===== config.mk =====
export PLATFORM = sky130hd
export DESIGN_NAME = puf_rng_collector_flat
export DESIGN_NICKNAME = d
export VERILOG_FILES = /design/src/rtl/puf_rng_collector_pkg.sv /design/src/rtl/puf_rng_collector_if.sv /design/src/rtl/puf_word_fifo.sv /design/src/rtl/puf_rng_collector.sv /design/src/flat_wrapper.sv
export SDC_FILE = /design/constraint.sdc
export NUM_CORES = 1
export LEC_CHECK = 0
export BUFFER_PORTS_ARGS = -buffer_cell sky130_fd_sc_hd__buf_2
export CORE_MARGIN = 5
export CORE_UTILIZATION = 58
export CTS_CLUSTER_SIZE = 40
export DETAILED_ROUTE_END_ITERATION = 16
export PLACE_DENSITY = 0.78
export SYNTH_ARGS = -nofsm -noshare
export SYNTH_HDL_FRONTEND = slang
export SYNTH_SLANG_ARGS = --single-unit

===== constraint.sdc =====
create_clock -name clk -period 11.6 [get_ports clk]
set_input_delay 0.58 -clock clk [delete_from_list [all_inputs] [get_ports clk]]
set_output_delay 0.58 -clock clk [all_outputs]
set_load 0.01 [all_outputs]

===== src/rtl/puf_rng_collector_pkg.sv =====
// Shared types and default sizing for the PUF RNG word collector.
// Holds the collector FSM state encoding and the default word/FIFO dimensions.
package puf_rng_collector_pkg;

    localparam int DEFAULT_WORD_W     = 32;
    localparam int DEFAULT_FIFO_DEPTH = 4;

    typedef enum logic [1:0] {
        IDLE = 2'd0,
        RUN  = 2'd1,
        PUSH = 2'd2
    } state_t;

endpackage


===== src/rtl/puf_rng_collector_if.sv =====
// Sample strobe from the PUF core plus the packed-word stream towards the consumer.
// slave = collector side, master = PUF core / consumer side.
interface puf_rng_collector_if
    import puf_rng_collector_pkg::*;
#(
    parameter int WORD_W = DEFAULT_WORD_W
) ();

    logic              bit_valid;
    logic [1:0]        bit_data;
    logic              word_valid;
    logic [WORD_W-1:0] word_data;
    logic              word_ready;

    modport slave (
        input  bit_valid,
        input  bit_data,
        input  word_ready,
        output word_valid,
        output word_data
    );

    modport master (
        output bit_valid,
        output bit_data,
        output word_ready,
        input  word_valid,
        input  word_data
    );

endinterface


===== src/rtl/puf_word_fifo.sv =====
// Generic first-word-fall-through FIFO with occupancy count; DEPTH is a power of two >= 2.
// Latency: a write is visible at rd_data one cycle later; reads are combinational from the head.
// Backpressure: writes when full are refused unless a read happens in the same cycle.
module puf_word_fifo #(
    parameter int WIDTH = 32,
    parameter int DEPTH = 4,
    localparam int AW   = $clog2(DEPTH),
    localparam int CW   = $clog2(DEPTH) + 1
) (
    input  logic             clk,
    input  logic             rst,
    input  logic             wr_en,
    input  logic [WIDTH-1:0] wr_data,
    input  logic             rd_en,
    output logic [WIDTH-1:0] rd_data,
    output logic             empty,
    output logic             full,
    output logic [CW-1:0]    count
);

    logic [WIDTH-1:0] mem [DEPTH];
    logic [AW-1:0]    wr_ptr;
    logic [AW-1:0]    rd_ptr;
    logic             do_wr;
    logic             do_rd;

    assign empty   = (count == '0);
    assign full    = (count == CW'(DEPTH));
    assign do_rd   = rd_en && !empty;
    assign do_wr   = wr_en && (!full || do_rd);
    assign rd_data = empty ? '0 : mem[rd_ptr];

    // Pointers are exactly AW bits wide so they wrap modulo DEPTH by overflow.
    always_ff @(posedge clk or posedge rst) begin
        if (rst) begin
            wr_ptr <= '0;
            rd_ptr <= '0;
            count  <= '0;
            for (int i = 0; i < DEPTH; i++) begin
                mem[i] <= '0;
            end
        end else begin
            if (do_wr) begin
                mem[wr_ptr] <= wr_data;
                wr_ptr      <= wr_ptr + AW'(1);
            end
            if (do_rd) begin
                rd_ptr <= rd_ptr + AW'(1);
            end
            count <= count + CW'(do_wr) - CW'(do_rd);
        end
    end

endmodule


===== src/rtl/puf_rng_collector.sv =====
// Packs 2-bit PUF RNG samples (raw or von Neumann debiased) into words and queues them.
// Latency: the word completed by the sample accepted at edge k is written to the FIFO at edge k+1.
// Backpressure: none towards the PUF; a completed word meeting a full FIFO is dropped and flagged sticky.
module puf_rng_collector
    import puf_rng_collector_pkg::*;
#(
    parameter int WORD_W      = DEFAULT_WORD_W,
    parameter int FIFO_DEPTH  = DEFAULT_FIFO_DEPTH,
    localparam int CNT_W      = $clog2(WORD_W) + 1,
    localparam int FCNT_W     = $clog2(FIFO_DEPTH) + 1
) (
    input  logic                 clk,
    input  logic                 rst,
    input  logic                 collect_en,
    input  logic                 debias_en,
    input  logic                 clr_ovf,
    puf_rng_collector_if.slave   bus,
    output logic [FCNT_W-1:0]    fifo_count,
    output logic                 overflow
);

    state_t            state;
    state_t            state_nxt;
    logic              bit_valid_q;
    logic              debias_q;
    logic [WORD_W-1:0] shreg;
    logic [WORD_W-1:0] shreg_nxt;
    logic [CNT_W-1:0]  cnt;
    logic [CNT_W-1:0]  bit_inc;
    logic              sample_acc;
    logic              word_full;
    logic              push_en;
    logic              clr_word;
    logic              pop;
    logic              drop;
    logic              fifo_empty;
    logic              fifo_full;

    // The edge register tracks bit_valid in every state, so a strobe that is
    // high during PUSH or IDLE can never look like a fresh edge afterwards.
    assign sample_acc = bus.bit_valid && !bit_valid_q && (state == RUN) && collect_en;
    assign word_full  = sample_acc && ((cnt + bit_inc) == CNT_W'(WORD_W));

    always_comb begin
        bit_inc   = '0;
        shreg_nxt = shreg;
        if (debias_q) begin
            // 01 -> 0 and 10 -> 1, i.e. the kept bit is bit_data[1].
            if (bus.bit_data[1] ^ bus.bit_data[0]) begin
                bit_inc   = CNT_W'(1);
                shreg_nxt = {shreg[WORD_W-2:0], bus.bit_data[1]};
            end
        end else begin
            bit_inc   = CNT_W'(2);
            shreg_nxt = {shreg[WORD_W-3:0], bus.bit_data};
        end
    end

    always_ff @(posedge clk or posedge rst) begin
        if (rst) begin
            state <= IDLE;
        end else begin
            state <= state_nxt;
        end
    end

    always_comb begin
        state_nxt = state;
        push_en   = 1'b0;
        clr_word  = 1'b0;
        case (state)
            IDLE: begin
                if (collect_en) begin
                    state_nxt = RUN;
                end
            end
            RUN: begin
                if (!collect_en) begin
                    state_nxt = IDLE;
                    clr_word  = 1'b1;
                end else if (word_full) begin
                    state_nxt = PUSH;
                end
            end
            PUSH: begin
                push_en   = 1'b1;
                clr_word  = 1'b1;
                state_nxt = collect_en ? RUN : IDLE;
            end
            default: begin
                state_nxt = IDLE;
                clr_word  = 1'b1;
            end
        endcase
    end

    assign pop  = bus.word_valid && bus.word_ready;
    assign drop = push_en && fifo_full && !pop;

    always_ff @(posedge clk or posedge rst) begin
        if (rst) begin
            bit_valid_q <= 1'b0;
            debias_q    <= 1'b0;
            shreg       <= '0;
            cnt         <= '0;
            overflow    <= 1'b0;
        end else begin
            bit_valid_q <= bus.bit_valid;
            if ((state == IDLE) && collect_en) begin
                debias_q <= debias_en;
            end
            if (clr_word) begin
                shreg <= '0;
                cnt   <= '0;
            end else if (sample_acc && (bit_inc != '0)) begin
                shreg <= shreg_nxt;
                cnt   <= cnt + bit_inc;
            end
            // A drop in the same cycle as clr_ovf keeps the flag set.
            if (drop) begin
                overflow <= 1'b1;
            end else if (clr_ovf) begin
                overflow <= 1'b0;
            end
        end
    end

    puf_word_fifo #(
        .WIDTH (WORD_W),
        .DEPTH (FIFO_DEPTH)
    ) u_fifo (
        .clk     (clk),
        .rst     (rst),
        .wr_en   (push_en),
        .wr_data (shreg),
        .rd_en   (bus.word_ready),
        .rd_data (bus.word_data),
        .empty   (fifo_empty),
        .full    (fifo_full),
        .count   (fifo_count)
    );

    assign bus.word_valid = !fifo_empty;

endmodule


===== src/flat_wrapper.sv =====
// flat-port wrapper written by rule: the top's interface ports become plain ports
module puf_rng_collector_flat import puf_rng_collector_pkg::*;
#(
    parameter int WORD_W      = DEFAULT_WORD_W,
    parameter int FIFO_DEPTH  = DEFAULT_FIFO_DEPTH,
    localparam int CNT_W      = $clog2(WORD_W) + 1,
    localparam int FCNT_W     = $clog2(FIFO_DEPTH) + 1
)
  (clk, rst, collect_en, debias_en, clr_ovf, fifo_count, overflow, bus_bit_valid, bus_bit_data, bus_word_ready, bus_word_valid, bus_word_data);
  puf_rng_collector_if #(.WORD_W(WORD_W)) bus_i ();
  input  logic clk;
  input  logic rst;
  input  logic collect_en;
  input  logic debias_en;
  input  logic clr_ovf;
  output logic [FCNT_W-1:0] fifo_count;
  output logic overflow;
  input wire logic [$bits(bus_i.bit_valid)-1:0] bus_bit_valid;
  input wire logic [$bits(bus_i.bit_data)-1:0] bus_bit_data;
  input wire logic [$bits(bus_i.word_ready)-1:0] bus_word_ready;
  output wire logic [$bits(bus_i.word_valid)-1:0] bus_word_valid;
  output wire logic [$bits(bus_i.word_data)-1:0] bus_word_data;
  assign bus_i.bit_valid = bus_bit_valid;
  assign bus_i.bit_data = bus_bit_data;
  assign bus_i.word_ready = bus_word_ready;
  assign bus_word_valid = bus_i.word_valid;
  assign bus_word_data = bus_i.word_data;
  puf_rng_collector #(.WORD_W(WORD_W), .FIFO_DEPTH(FIFO_DEPTH)) u_core (.clk(clk), .rst(rst), .collect_en(collect_en), .debias_en(debias_en), .clr_ovf(clr_ovf), .bus(bus_i), .fifo_count(fifo_count), .overflow(overflow));
endmodule

# [Word level (Yosys, flattened, before mapping)]
# Index checks and enable logic that the tools add are counted.
[word_totals] out_inout_bits=37 in_bits=9 register_bits=178 wordCells=79
[classes] n_bitwise=3 eq_ne=7 magnitude_cmp=3 reduce_logical=23 mux=25 addsub=5
[op_table] cell="$mux 32" n=8
[op_table] cell="$bwmux 128" n=1
[op_table] cell="$bmux 32 s2" n=1
[op_table] cell="$demux 32 s2" n=1
[op_table] cell="$mux 6" n=2
[op_table] cell="$logic_and 1x1->1" n=11
[op_table] cell="$mux 2" n=4
[op_table] cell="$add 6x2->6" n=1
[op_table] cell="$eq 6x6->1 const B" n=1
[op_table] cell="$ge 3x3->1 const B" n=2
[op_table] cell="$mux 1" n=6
[op_table] cell="$not 2->3" n=2
[op_table] cell="$pmux 2 s3" n=1
[op_table] cell="$reduce_bool 6->1" n=1
[op_table] cell="$add 2x1->2 const B" n=2
[op_table] cell="$logic_not 1->1" n=4
[op_table] cell="$reduce_and 2->1" n=2
[op_table] cell="$reduce_bool 2->1" n=2
[op_table] cell="$add 3x1->3" n=1
[op_table] cell="$eq 3x3->1 const B" n=1
[op_table] cell="$logic_not 3->1" n=1
[op_table] cell="$lt 3x1->1 const B" n=1
[op_table] cell="$ne 3x2->1 const B" n=1
[op_table] cell="$ne 3x3->1 const B" n=1
[op_table] cell="other kinds (8)" n=8

# [Logic depth before layout (Yosys ltp)]
[logic_depth] word_depth=9 depth_mapped=9 mapped_depth_nobuf=9

# [By module]
# Synthesis repeated with hierarchy kept, for this count alone.
[unflattened] cells_unflattened=553 area_unflattened_um2=8271.7
[by_module_without_submodules] module="puf_word_fifo" n_inst=1 cells_each=383 seq_area_each_um2=3378.2 area_per_inst_um2=6184.7
[by_module_without_submodules] module="puf_rng_collector" n_inst=1 cells_each=170 seq_area_each_um2=1076.0 area_per_inst_um2=2087.0

# [Worst setup path before layout]
# Ideal clock, no wire load.
[synth_timing] path_type="in2reg" startpoint="input bus_word_ready" endpoint="register u_core.u_fifo.count[2]" setup_ps=123 required_ps=11477 path_slack_ps=9105 n_path_buf=0 t_arrival_ps=2372 path_stages=9 cell_sequence="or4b_1 -> nor3b_4 -> inv_1 -> ha_1 -> inv_1 -> ha_1 -> fa_1 -> xnor2_1 -> xnor2_1"
[synth_between] elab_chain_len=5
[synth_lines] element="start: declaration" line="flat_wrapper.sv:20" rtl="input wire logic [$bits(bus_i.word_ready)-1:0] bus_word_ready;"
[synth_lines] element="$logic_and 1x1->1 *" line="puf_word_fifo.sv:29" rtl="assign do_rd = rd_en && !empty;"
[synth_lines] element="$logic_or 1x1->1" line="puf_word_fifo.sv:30" rtl="assign do_wr = wr_en && (!full || do_rd);"
[synth_lines] element="$logic_and 1x1->1" line="puf_word_fifo.sv:30"
[synth_lines] element="$add 3x1->3" line="puf_word_fifo.sv:50" rtl="count <= count + CW'(do_wr) - CW'(do_rd);"
[synth_lines] element="$sub 3x1->3 *" line="puf_word_fifo.sv:50"
[synth_lines] element="end signal: assignment" line="puf_word_fifo.sv:50"
[synth_lines] element="end: declaration" line="puf_word_fifo.sv:18" rtl="output logic [CW-1:0] count"
# Mark *: on every way between the ends. The rest lies on a longest branch, timed or not.
# A chain may end at the register's enable or synchronous reset.

# [Worst setup path after layout]
[layout_timing] startpoint="register u_core.u_fifo.rd_ptr[1]" endpoint="output bus_word_data[2]"
[layout_between] elab_chain_len=5
[layout_lines] element="start: declaration" line="puf_word_fifo.sv:23" rtl="logic [AW-1:0] rd_ptr;"
[layout_lines] element="start signal: assignment" line="puf_word_fifo.sv:48" rtl="rd_ptr <= rd_ptr + AW'(1);"
[layout_lines] element="$not 2->3 (not written as such)" line="puf_word_fifo.sv:31" rtl="assign rd_data = empty ? '0 : mem[rd_ptr];"
[layout_lines] element="$bmux 32 s2" line="puf_word_fifo.sv:31"
[layout_lines] element="$mux 32 (not written as such) (2 in series)" line="puf_word_fifo.sv:31"
[layout_lines] element="$mux 32" line="puf_word_fifo.sv:31"
[layout_lines] element="end: declaration" line="flat_wrapper.sv:22" rtl="output wire logic [$bits(bus_i.word_data)-1:0] bus_word_data;"
# Every way passes these cells. The select of a mux whose other input is x is not followed.

==> impl_metrics.csv <==
group,metric,value,unit
synth,synthFlopType,"dfrtp_1",
layout,syn2layout_area_growth,10.5,%
clocking,postCtsSetupBuffers,0,
place,dp_hpwl,9940,um
status,status,"finished, final reports clean",
synth,syn_avg_cell_area,15.7,um2
layout,finish.utilization,65.9,%
synth,netlist_top_cells_area,"dfrtp_1, mux2_4, mux4_2",
synth,ys_seq_elements,178,
routing,first_iter_violations,350,
clocking,clk_path_buf_depth,2,
synth,synth_top_area_cell,"dfrtp_1",
setup_path,cp_max_fo,19,
timing,rsz0062_at_grt,"false",
global_routing,grt_use_met3,4.48,%
die,core-area,14600,um2
die,dieArea,17600,um2
routing,drc_errors,0,
synth,yosysWarnings,0,
synth,ys_seq_area_share,51.0,%
timing,finClkSkew,6.47,ps
clocking,clock_latency,430,ps
place,io_buffers,45,
die,fp.dieW,133,um
min_path,hp-class,"primary input to flip-flop",
timing,fmax,330,MHz
clocking,clkTransAtPathRegs,60,ps
clocking,root_buffer,"clkbuf_16",
routing,drt_first_pass_iters,4,
setup_path,cp.required,11020,ps
global_routing,grt_first_pass_wirelength,28600,um
timing,fin_crit_sh,26.1,%
timing,fin_setup_tns,0,ps
layout,layout_common_cells,"dfrtp_1, mux2_4, buf_2, and2_1, mux2i_1",
timing,hold_viol,0,
synth,syn_area,8740,um2
timing,slew_headroom,12.2,%
setup_path,startpoint_type,"flip-flop",
job,drv_cap,0,
timing,fin_ws,8570,ps
global_routing,grt_pass1_vias,5277,
synth,async_reset_ff_share,100,%
pwr,leakage,5.02,nW
pwr,powerDensity,154,nW/um2
timing,drv_slew,0,
die,num_rows,44,
timing,whs,281,ps
synth,synth_edf_count,0,
global_routing,grt_max_degree,101,
layout,antenna_cells,0,
synth,synth_top_cell_area_share,51.0,%
clocking,cts_tree,"built",
die,ios,46,
die,initial_core_util,59.7,%
layout,layout_commonest_cell,"dfrtp_1",
routing,detail-route-antenna-nets,0,
synth,syn_nets,574,
clocking,htreeDepth,4,
global_routing,grtUsageMet1,28.3,%
routing,vias_per_cell,6.06,
routing,vias,4757,
setup_path,crit_type,"flip-flop to primary output",
setup_path,end_kind,"primary output",
global_routing,grtUsageTotal,20.3,%
clocking,cts_inserted_buffers,17,
place,gp_congestion,0.806,
clocking,clock_sink_count,178,
timing,setup_violations,0,
synth,ys_types,40,
layout,final_layout_size_suffix_gt1_share,41.3,%
global_routing,grt.overflow.total,0,
routing,wl,16900,um
timing,worst_pin_slew,1320,ps
clocking,postCtsResizedCells,0,
global_routing,met2_usage,31.6,%
pwr,peakVddDrop,0.139,mV
timing,period_minus_slack,3030,ps
global_routing,grt_busiest_layer,"met2",
synth,synthCells,555,
layout,nets,607,
setup_path,arrival,2450,ps
routing,wl_per_cell,21.6,um
global_routing,antenna_found_initial,0,
die,fp.dieH,133,um
layout,fillers,985,
place,dpl_worst_slack,8570,ps
clocking,cts_hold_buf,0,
==> synthesized netlist by cell type, types with 2 or more instances <==
| cell type | count |
|---|---|
| o21ai_0 | 4 |
| nand2_4 | 4 |
| nand3_1 | 4 |
| buf_2 | 9 |
| or3_1 | 2 |
| a22o_1 | 3 |
| fa_1 | 2 |
| xor2_1 | 3 |
| nand2_1 | 6 |
| mux2i_1 | 34 |
| nor2_1 | 2 |
| clkbuf_1 | 12 |
| buf_6 | 12 |
| ha_1 | 8 |
| a21oi_1 | 3 |
| mux2_4 | 120 |
| inv_1 | 16 |
| dfrtp_1 | 178 |
| and2_1 | 36 |
| mux2_2 | 9 |
| o22ai_1 | 3 |
| o2bb2ai_1 | 31 |
| xnor2_1 | 6 |
| mux4_2 | 32 |
==> layer usage <==
layer / part of all wire, % / up-vias
li1: - / 2101
met1: 46 / 2526
met2: 47 / 107
met3: 4.7 / 23
met4: 1.6 / 0
met5: 0 / -
==> cell families after synthesis <==
group	Yosys count	synth area share, %
buffers and inverters	52	3.41
and+or+nand+nor	60	4.45
DFF	178	51.0
muxes	195	33.9
xor gates and xnor gates	9	0.902
AOI/OAI and AO/OA	51	4.74
adders and majority gates	10	1.60
==> stage by stage <==
| step | instance area (um2) | power (W) | instances |
|---|---|---|---|
| 6_report | 9650 | 0.00149 | 785 |
| 2_1_floorplan | 8740 | 0.000814 | 555 |
| 4_1_cts | 9650 | 0.00150 | 785 |
| 5_1_grt | 9650 | 0.00155 | 785 |
| 3_5_place_dp | 9000 | 0.000867 | 753 |
| 3_3_place_gp | 9000 | 0.000862 | 753 |
==> state kept, by name, indices dropped and copies added (netlist names) <==
| name | count |
|---|---|
| u_core.u_fifo.mem | 128 |
| u_core.shreg | 32 |
| u_core.cnt | 6 |
| u_core.u_fifo.count | 3 |
| u_core.state | 2 |
| u_core.u_fifo.rd_ptr | 2 |
| u_core.u_fifo.wr_ptr | 2 |
| u_core.bit_valid_q | 1 |
| u_core.debias_q | 1 |
| u_core.overflow | 1 |
==> layout make-up <==
class	count	area, um2	area share (%)
tap	184	230	2.39
timing repair buffer	49	255	2.64
inverter	17	68.8	0.713
sequential	178	4460	46.2
clock inverter	8	173	1.79
multi-input combinational	325	3990	41.3
clock buffer	24	482	4.99
==> worst max-delay path: stages (launching register included) <==
cell,delay [ps]
dfrtp_1,880
buf_4,450
mux4_2,360
and2_1,180
buf_2,140
==> power by group <==
group	internal, W	total, W	switching [W]
sequential	0.000633	0.000669	0.0000359
clock	0.000401	0.000638	0.000237
combinational	0.0000796	0.000182	0.000102
==> path summary, 6_finish.rpt <==
path | from | end | slack (ps) | cells after the start
worst min-delay path | bus_bit_valid | u_core.bit_valid_q | 280 | 1
worst max register to register | u_core.u_fifo.count[1] | u_core.u_fifo.count[2] | 8620 | 8
worst max-delay path | u_core.u_fifo.rd_ptr[1] | bus_word_data[2] | 8570 | 4
min in group asynchronous | rst | u_core.u_fifo.mem[21] | 320 | 2
worst min register to register | u_core.u_fifo.mem[31] | u_core.u_fifo.mem[31] | 510 | 1
max in group asynchronous | rst | u_core.debias_q | 9680 | 3
No activity file was read; power rests on OpenSTA's default activity.
